File: src/rtl/clk_disp_pkg.sv
// rtl/clk_disp_pkg.sv - shared constants for the clock display scanner
// Segment patterns are logical active-high, bit order {g,f,e,d,c,b,a}.
// Digit indices follow the an[] bit order, seconds ones first.
package clk_disp_pkg;

  localparam logic [6:0] SEG_0    = 7'h3F;
  localparam logic [6:0] SEG_1    = 7'h06;
  localparam logic [6:0] SEG_2    = 7'h5B;
  localparam logic [6:0] SEG_3    = 7'h4F;
  localparam logic [6:0] SEG_4    = 7'h66;
  localparam logic [6:0] SEG_5    = 7'h6D;
  localparam logic [6:0] SEG_6    = 7'h7D;
  localparam logic [6:0] SEG_7    = 7'h07;
  localparam logic [6:0] SEG_8    = 7'h7F;
  localparam logic [6:0] SEG_9    = 7'h6F;
  localparam logic [6:0] SEG_DASH = 7'h40;
  localparam logic [7:0] SEG_DP   = 8'h80;

  localparam logic [2:0] DIG_SEC_O  = 3'd0;
  localparam logic [2:0] DIG_SEC_T  = 3'd1;
  localparam logic [2:0] DIG_MIN_O  = 3'd2;
  localparam logic [2:0] DIG_MIN_T  = 3'd3;
  localparam logic [2:0] DIG_HOUR_O = 3'd4;
  localparam logic [2:0] DIG_HOUR_T = 3'd5;

endpackage

File: src/rtl/bcd7seg.sv
// rtl/bcd7seg.sv - BCD nibble to 7-segment pattern decoder
// Ports:
//   bcd_i  in  4  BCD digit; values above 9 render as a dash
//   seg_o  out 7  logical active-high pattern {g,f,e,d,c,b,a}
module bcd7seg
  import clk_disp_pkg::*;
(
  input  logic [3:0] bcd_i,
  output logic [6:0] seg_o
);

  always_comb begin
    seg_o = SEG_DASH;
    case (bcd_i)
      4'd0:    seg_o = SEG_0;
      4'd1:    seg_o = SEG_1;
      4'd2:    seg_o = SEG_2;
      4'd3:    seg_o = SEG_3;
      4'd4:    seg_o = SEG_4;
      4'd5:    seg_o = SEG_5;
      4'd6:    seg_o = SEG_6;
      4'd7:    seg_o = SEG_7;
      4'd8:    seg_o = SEG_8;
      4'd9:    seg_o = SEG_9;
      default: seg_o = SEG_DASH;
    endcase
  end

endmodule

File: src/rtl/clk_disp_scan.sv
// rtl/clk_disp_scan.sv - six-digit multiplexed 7-segment scanner for HH:MM:SS
// Ports:
//   clk         in  1  system clock
//   rst         in  1  asynchronous active-high reset
//   hour_bcd    in  8  hours, packed BCD {tens,ones}
//   min_bcd     in  8  minutes, packed BCD
//   sec_bcd     in  8  seconds, packed BCD
//   blink_mask  in  3  {hours,minutes,seconds}; 1 = field blinks
//   lz_blank    in  1  blank hour tens digit when it is 0
//   disp_en     in  1  0 = all digits dark (scan keeps running)
//   seg         out 8  {dp,g,f,e,d,c,b,a}, registered
//   an          out 6  digit select, an[0] = sec ones .. an[5] = hour tens
module clk_disp_scan
  import clk_disp_pkg::*;
#(
  parameter int SCAN_DIV       = 50000,
  parameter int BLINK_FRAMES   = 64,
  parameter bit SEG_ACTIVE_LOW = 1'b1,
  parameter bit AN_ACTIVE_LOW  = 1'b1
) (
  input  logic       clk,
  input  logic       rst,
  input  logic [7:0] hour_bcd,
  input  logic [7:0] min_bcd,
  input  logic [7:0] sec_bcd,
  input  logic [2:0] blink_mask,
  input  logic       lz_blank,
  input  logic       disp_en,
  output logic [7:0] seg,
  output logic [5:0] an
);

  localparam int DIV_W = (SCAN_DIV > 1) ? $clog2(SCAN_DIV) : 1;
  localparam int FRM_W = (BLINK_FRAMES > 1) ? $clog2(BLINK_FRAMES) : 1;
  localparam logic [DIV_W-1:0] DIV_MAX = DIV_W'(SCAN_DIV - 1);
  localparam logic [FRM_W-1:0] FRM_MAX = FRM_W'(BLINK_FRAMES - 1);
  localparam logic [7:0] SEG_INV = {8{SEG_ACTIVE_LOW}};
  localparam logic [5:0] AN_INV  = {6{AN_ACTIVE_LOW}};

  logic [DIV_W-1:0] div_q, div_d;
  logic [2:0]       idx_q, idx_d;
  logic [FRM_W-1:0] frame_cnt_q, frame_cnt_d;
  logic             phase_q, phase_d;
  logic [7:0]       hour_sh_q, hour_sh_d;
  logic [7:0]       min_sh_q, min_sh_d;
  logic [7:0]       sec_sh_q, sec_sh_d;
  logic [7:0]       seg_q, seg_d;
  logic [5:0]       an_q, an_d;

  logic       tick;
  logic       frame_end;
  logic [3:0] nibble;
  logic       field_blink;
  logic       dp_on;
  logic       dark;
  logic [6:0] pattern;

  assign tick      = (div_q == DIV_MAX);
  assign frame_end = tick && (idx_q == DIG_HOUR_T);

  bcd7seg u_bcd7seg (
    .bcd_i (nibble),
    .seg_o (pattern)
  );

  // Select the digit being shown this slot and the attributes tied to it.
  always_comb begin
    nibble      = 4'd0;
    field_blink = 1'b0;
    dp_on       = 1'b0;
    case (idx_q)
      DIG_SEC_O: begin
        nibble      = sec_sh_q[3:0];
        field_blink = blink_mask[0];
      end
      DIG_SEC_T: begin
        nibble      = sec_sh_q[7:4];
        field_blink = blink_mask[0];
      end
      DIG_MIN_O: begin
        nibble      = min_sh_q[3:0];
        field_blink = blink_mask[1];
        dp_on       = 1'b1;
      end
      DIG_MIN_T: begin
        nibble      = min_sh_q[7:4];
        field_blink = blink_mask[1];
      end
      DIG_HOUR_O: begin
        nibble      = hour_sh_q[3:0];
        field_blink = blink_mask[2];
        dp_on       = 1'b1;
      end
      DIG_HOUR_T: begin
        nibble      = hour_sh_q[7:4];
        field_blink = blink_mask[2];
      end
      default: begin
        nibble      = 4'd0;
        field_blink = 1'b0;
      end
    endcase
  end

  assign dark = !disp_en
             || (field_blink && phase_q)
             || ((idx_q == DIG_HOUR_T) && lz_blank && (hour_sh_q[7:4] == 4'd0))
             || (idx_q > DIG_HOUR_T);

  always_comb begin
    div_d       = tick ? '0 : div_q + 1'b1;
    idx_d       = idx_q;
    frame_cnt_d = frame_cnt_q;
    phase_d     = phase_q;
    hour_sh_d   = hour_sh_q;
    min_sh_d    = min_sh_q;
    sec_sh_d    = sec_sh_q;

    if (tick) begin
      idx_d = (idx_q == DIG_HOUR_T) ? DIG_SEC_O : idx_q + 3'd1;
    end

    // Shadow loads only at the frame boundary so a frame never mixes two times.
    if (frame_end) begin
      hour_sh_d = hour_bcd;
      min_sh_d  = min_bcd;
      sec_sh_d  = sec_bcd;
      if (frame_cnt_q == FRM_MAX) begin
        frame_cnt_d = '0;
        phase_d     = ~phase_q;
      end else begin
        frame_cnt_d = frame_cnt_q + 1'b1;
      end
    end

    if (dark) begin
      seg_d = SEG_INV;
      an_d  = AN_INV;
    end else begin
      seg_d = ({1'b0, pattern} | (dp_on ? SEG_DP : 8'h00)) ^ SEG_INV;
      an_d  = (6'b000001 << idx_q) ^ AN_INV;
    end
  end

  always_ff @(posedge clk or posedge rst) begin
    if (rst) begin
      div_q       <= '0;
      idx_q       <= DIG_SEC_O;
      frame_cnt_q <= '0;
      phase_q     <= 1'b0;
      hour_sh_q   <= 8'h00;
      min_sh_q    <= 8'h00;
      sec_sh_q    <= 8'h00;
      seg_q       <= SEG_INV;
      an_q        <= AN_INV;
    end else begin
      div_q       <= div_d;
      idx_q       <= idx_d;
      frame_cnt_q <= frame_cnt_d;
      phase_q     <= phase_d;
      hour_sh_q   <= hour_sh_d;
      min_sh_q    <= min_sh_d;
      sec_sh_q    <= sec_sh_d;
      seg_q       <= seg_d;
      an_q        <= an_d;
    end
  end

  assign seg = seg_q;
  assign an  = an_q;

endmodule
File: config.mk
export PLATFORM = sky130hd
export DESIGN_NAME = clk_disp_scan
export DESIGN_NICKNAME = d
export VERILOG_FILES = /design/src/rtl/clk_disp_pkg.sv /design/src/rtl/bcd7seg.sv /design/src/rtl/clk_disp_scan.sv
export SDC_FILE = /design/constraint.sdc
export NUM_CORES = 1
export LEC_CHECK = 0
export BUFFER_PORTS_ARGS = -buffer_cell sky130_fd_sc_hd__buf_2
export CAP_MARGIN = 0
export CORE_UTILIZATION = 55
export DETAILED_ROUTE_END_ITERATION = 16
export GPL_ROUTABILITY_DRIVEN = 0
export HOLD_SLACK_MARGIN = 0.1
export PLACE_DENSITY = 0.78
export SKIP_CTS_REPAIR_TIMING = 1
export SLEW_MARGIN = 10
export SYNTH_ARGS = -nofsm -noshare
export SYNTH_HDL_FRONTEND = slang
export SYNTH_SLANG_ARGS = --single-unit
File: constraint.sdc
create_clock -name clk -period 2.8 [get_ports clk]
set_input_delay 0.42 -clock clk [delete_from_list [all_inputs] [get_ports clk]]
set_output_delay 0.42 -clock clk [all_outputs]
set_load 0.02 [all_outputs]
==> impl_metrics.py <==
metrics = {
    "synth": {
        "avgSynthCellArea_um2": 9.79,
        "yosysWarnings": 0,
        "synth_nets": 352,
        "ys_seq_elements": 64,
        "syn_area_um2": 3070,
        "synthCells": 313,
        "seq_area_frac_synth": 0.528,
        "yosys.cell_types.count": 48,
    },
    "placed_design": {
        "dp.cells": 421,
        "place_area_um2": 3350,
        "io_buffers": 44,
        "place_hpwl_um": 4180,
    },
    "sta": {
        "finalMaxSlewViolations": 0,
        "hold_violations": 0,
        "worst_slew_pin_slew_ps": 753,
        "fmax_mhz": 431,
        "slew_headroom": 0.498,
        "period_minus_slack_ps": 2320,
        "finalClockSkew_ps": 7.48,
        "setup_tns_ps": 0,
        "final.period_utilization": 0.830,
        "rsz0062_at_grt": "no",
        "whs_ps": 283,
        "setup_violations": 0,
    },
    "pwr": {
        "ir_drop_mv": 0.272,
        "pwr-share-clk": 0.423,
        "p_total_mw": 1.69,
        "power_frac_comb": 0.028,
        "p_sw_mw": 0.350,
        "p_seq_frac": 0.548,
        "p_leak_nw": 1.64,
        "powerDensity_nw_per_um2": 480,
        "p_int_mw": 1.34,
        "sw_frac_of_total": 0.207,
    },
    "detailed_routing": {
        "antenna_left": 0,
        "dr_wl_met3_um": 262,
        "wl_met1_um": 2680,
        "vias": 2279,
        "first_pass_iters": 4,
        "routed_wl_um": 5820,
        "wl_met2_um": 2750,
        "drtIter0Drc": 152,
        "via_per_inst": 5.22,
        "top_layer": "met4",
        "drc": 0,
        "wl_per_cell_um": 13.3,
    },
    "grt": {
        "grt_max_degree": 65,
        "grt_pass1_vias": 2182,
        "antenna_found_initial": 0,
        "overflow": 0,
        "grt.total_usage": 0.221,
        "grt_pass1_wl_um": 10000,
    },
    "floorplan": {
        "ioPinCount": 45,
        "die_width_um": 76.7,
        "std_cell_rows": 26,
        "core_um2": 5240,
        "die_area_um2": 5880,
        "start_util": 0.585,
        "die_h_um": 76.7,
    },
    "layout": {
        "fin_area_um2": 3530,
        "drive_gt1_frac": 0.240,
        "final_common_cell": "nand2_1",
        "layout.nets": 401,
        "num_antenna_cells": 0,
        "final_cell_mix": "95 x nand2_1, 50 x dfrtp_1, 44 x buf_2",
        "layout.cells.non_filler": 437,
        "areaGrowthSynthToFinish_pct": 15.1,
        "fillers": 434,
    },
    "cts": {
        "htree_levels": 3,
        "cts_root_buffer": "clkbuf_8",
        "cts_tree": "built",
        "cts_buffer_depth": 2,
        "cts.sinks": 64,
        "cts.clk_slew.worst_paths_ps": 60,
        "numCtsBuffers": 9,
        "clk_latency_ps": 330,
    },
    "critical_path": {
        "crit_type": "reg2reg",
        "critPathLaunchType": "flip-flop",
        "critPathRequiredTime_ps": 3050,
        "critPathTopFamily": "flip-flops",
        "path_max_fanout": 13,
        "critPathBufInv": 2,
        "cp_slowest_cell": "dfrtp_1",
        "arrival_ps": 2580,
        "critical_path.max_stage_delay_ps": 620,
        "path_cells": "inv_1 > ha_1 > and2_1 > a221o_1 > inv_1 > ha_1 > mux2i_1 > a32oi_1",
        "end_kind": "flip-flop",
    },
    "run_status": {
        "status": "finished, final reports clean",
    },
    "worst_hold_path": {
        "worstHoldPathType": "in2reg",
    },
    "job": {
        "cap_violations": 0,
    },
}
## kinds of logic after synthesis
logic type	count (synthesis)	share of synthesized area
AO/OA/AOI/OAI	31	0.0702
multiplexers	10	0.0343
adder cells (fa/ha/maj)	8	0.0327
flip-flops	64	0.528
XOR/XNOR	18	0.0514
buffers and inverters	22	0.0355
AND/OR/NAND/NOR	160	0.248
## registers in the layout (all words and copies together), names as in the netlist
| name | flops |
|---|---|
| frame_cnt_q | 6 |
| phase_q | 1 |
| an | 6 |
| hour_sh_q | 8 |
| seg | 8 |
| div_q | 16 |
| min_sh_q | 8 |
| sec_sh_q | 8 |
| idx_q | 3 |
## power groups by stage
stage / registers, mW / logic [mW] / clock network, mW
after floorplan: 0.947 / 0.0185 / 0
after global placement: 0.945 / 0.0489 / 0
after detailed placement: 0.945 / 0.0492 / 0
after CTS: 0.928 / 0.0496 / 0.732
after global routing: 0.928 / 0.0544 / 0.773
final: 0.929 / 0.0479 / 0.717
## per-layer routing
layer,vias to the layer above,track usage
met5,-,0
met4,0,0.100
met3,14,0.0405
met2,65,0.351
met1,1063,0.295
li1,1137,-
## worst min-delay path: stages
cell,delay [ps]
buf_2,80
nand2_1,40
nand2_1,50
## worst paths after layout
kind	depth (start not counted)	endpoint	start	slack, ps
worst max-delay path	8	seg[3]	idx_q[2]	480
worst min-delay path	3	hour_sh_q[5]	hour_bcd[5]	280
worst max register to register	8	seg[3]	idx_q[2]	480
worst min register to register	2	hour_sh_q[1]	hour_sh_q[1]	470
max in group asynchronous	3	div_q[4]	rst	2010
min in group asynchronous	3	div_q[15]	rst	310
## synth_stat cells (all sizes together)
master,number,area share
or3,1,0.0020
a32o,1,0.0033
nand2b,1,0.0020
or4b,1,0.0045
and3b,1,0.0029
o21ai,9,0.015
clkbuf,6,0.0073
or2,1,0.0020
inv,10,0.012
dfstp,14,0.12
nand3b,2,0.0049
nor3,1,0.0016
nand3,9,0.015
nand4,3,0.0061
a21oi,6,0.0098
nor3b,3,0.0073
buf,6,0.016
xor2,12,0.034
a22o,1,0.0029
nor2b,8,0.016
o211ai,2,0.0065
o22ai,1,0.0020
ha,8,0.033
dfrtp,50,0.41
o21a,2,0.0049
or4bb,2,0.0073
and4,4,0.011
a22oi,1,0.0024
o21ba,1,0.0033
mux2i,6,0.020
o31ai,1,0.0024
mux2,4,0.015
a32oi,3,0.0086
a221o,1,0.0033
o31a,1,0.0029
a222oi,1,0.0033
nand2,96,0.12
and2,5,0.010
nor4,2,0.0090
nor2,18,0.023
xnor2,6,0.017
and3,2,0.0041
## layout make-up
cell class	count	area, µm²	area share
repair buffers	50	265	0.0752
inverters	10	37.5	0.0106
clock buffers	16	180	0.0511
flip-flops and latches	64	1620	0.459
multi-input cells	227	1340	0.379
well taps	70	87.6	0.0248
## stage by stage
| step | utilization | setup slack [ps] |
|---|---|---|
| floorplan | - | 642 |
| finish | 0.673 | 477 |
| global placement | 0.639 | 620 |
| CTS | 0.673 | 492 |
| global route | 0.673 | 281 |
| detailed placement | 0.639 | 498 |
Note: power is estimated with default switching activity, not from simulation.
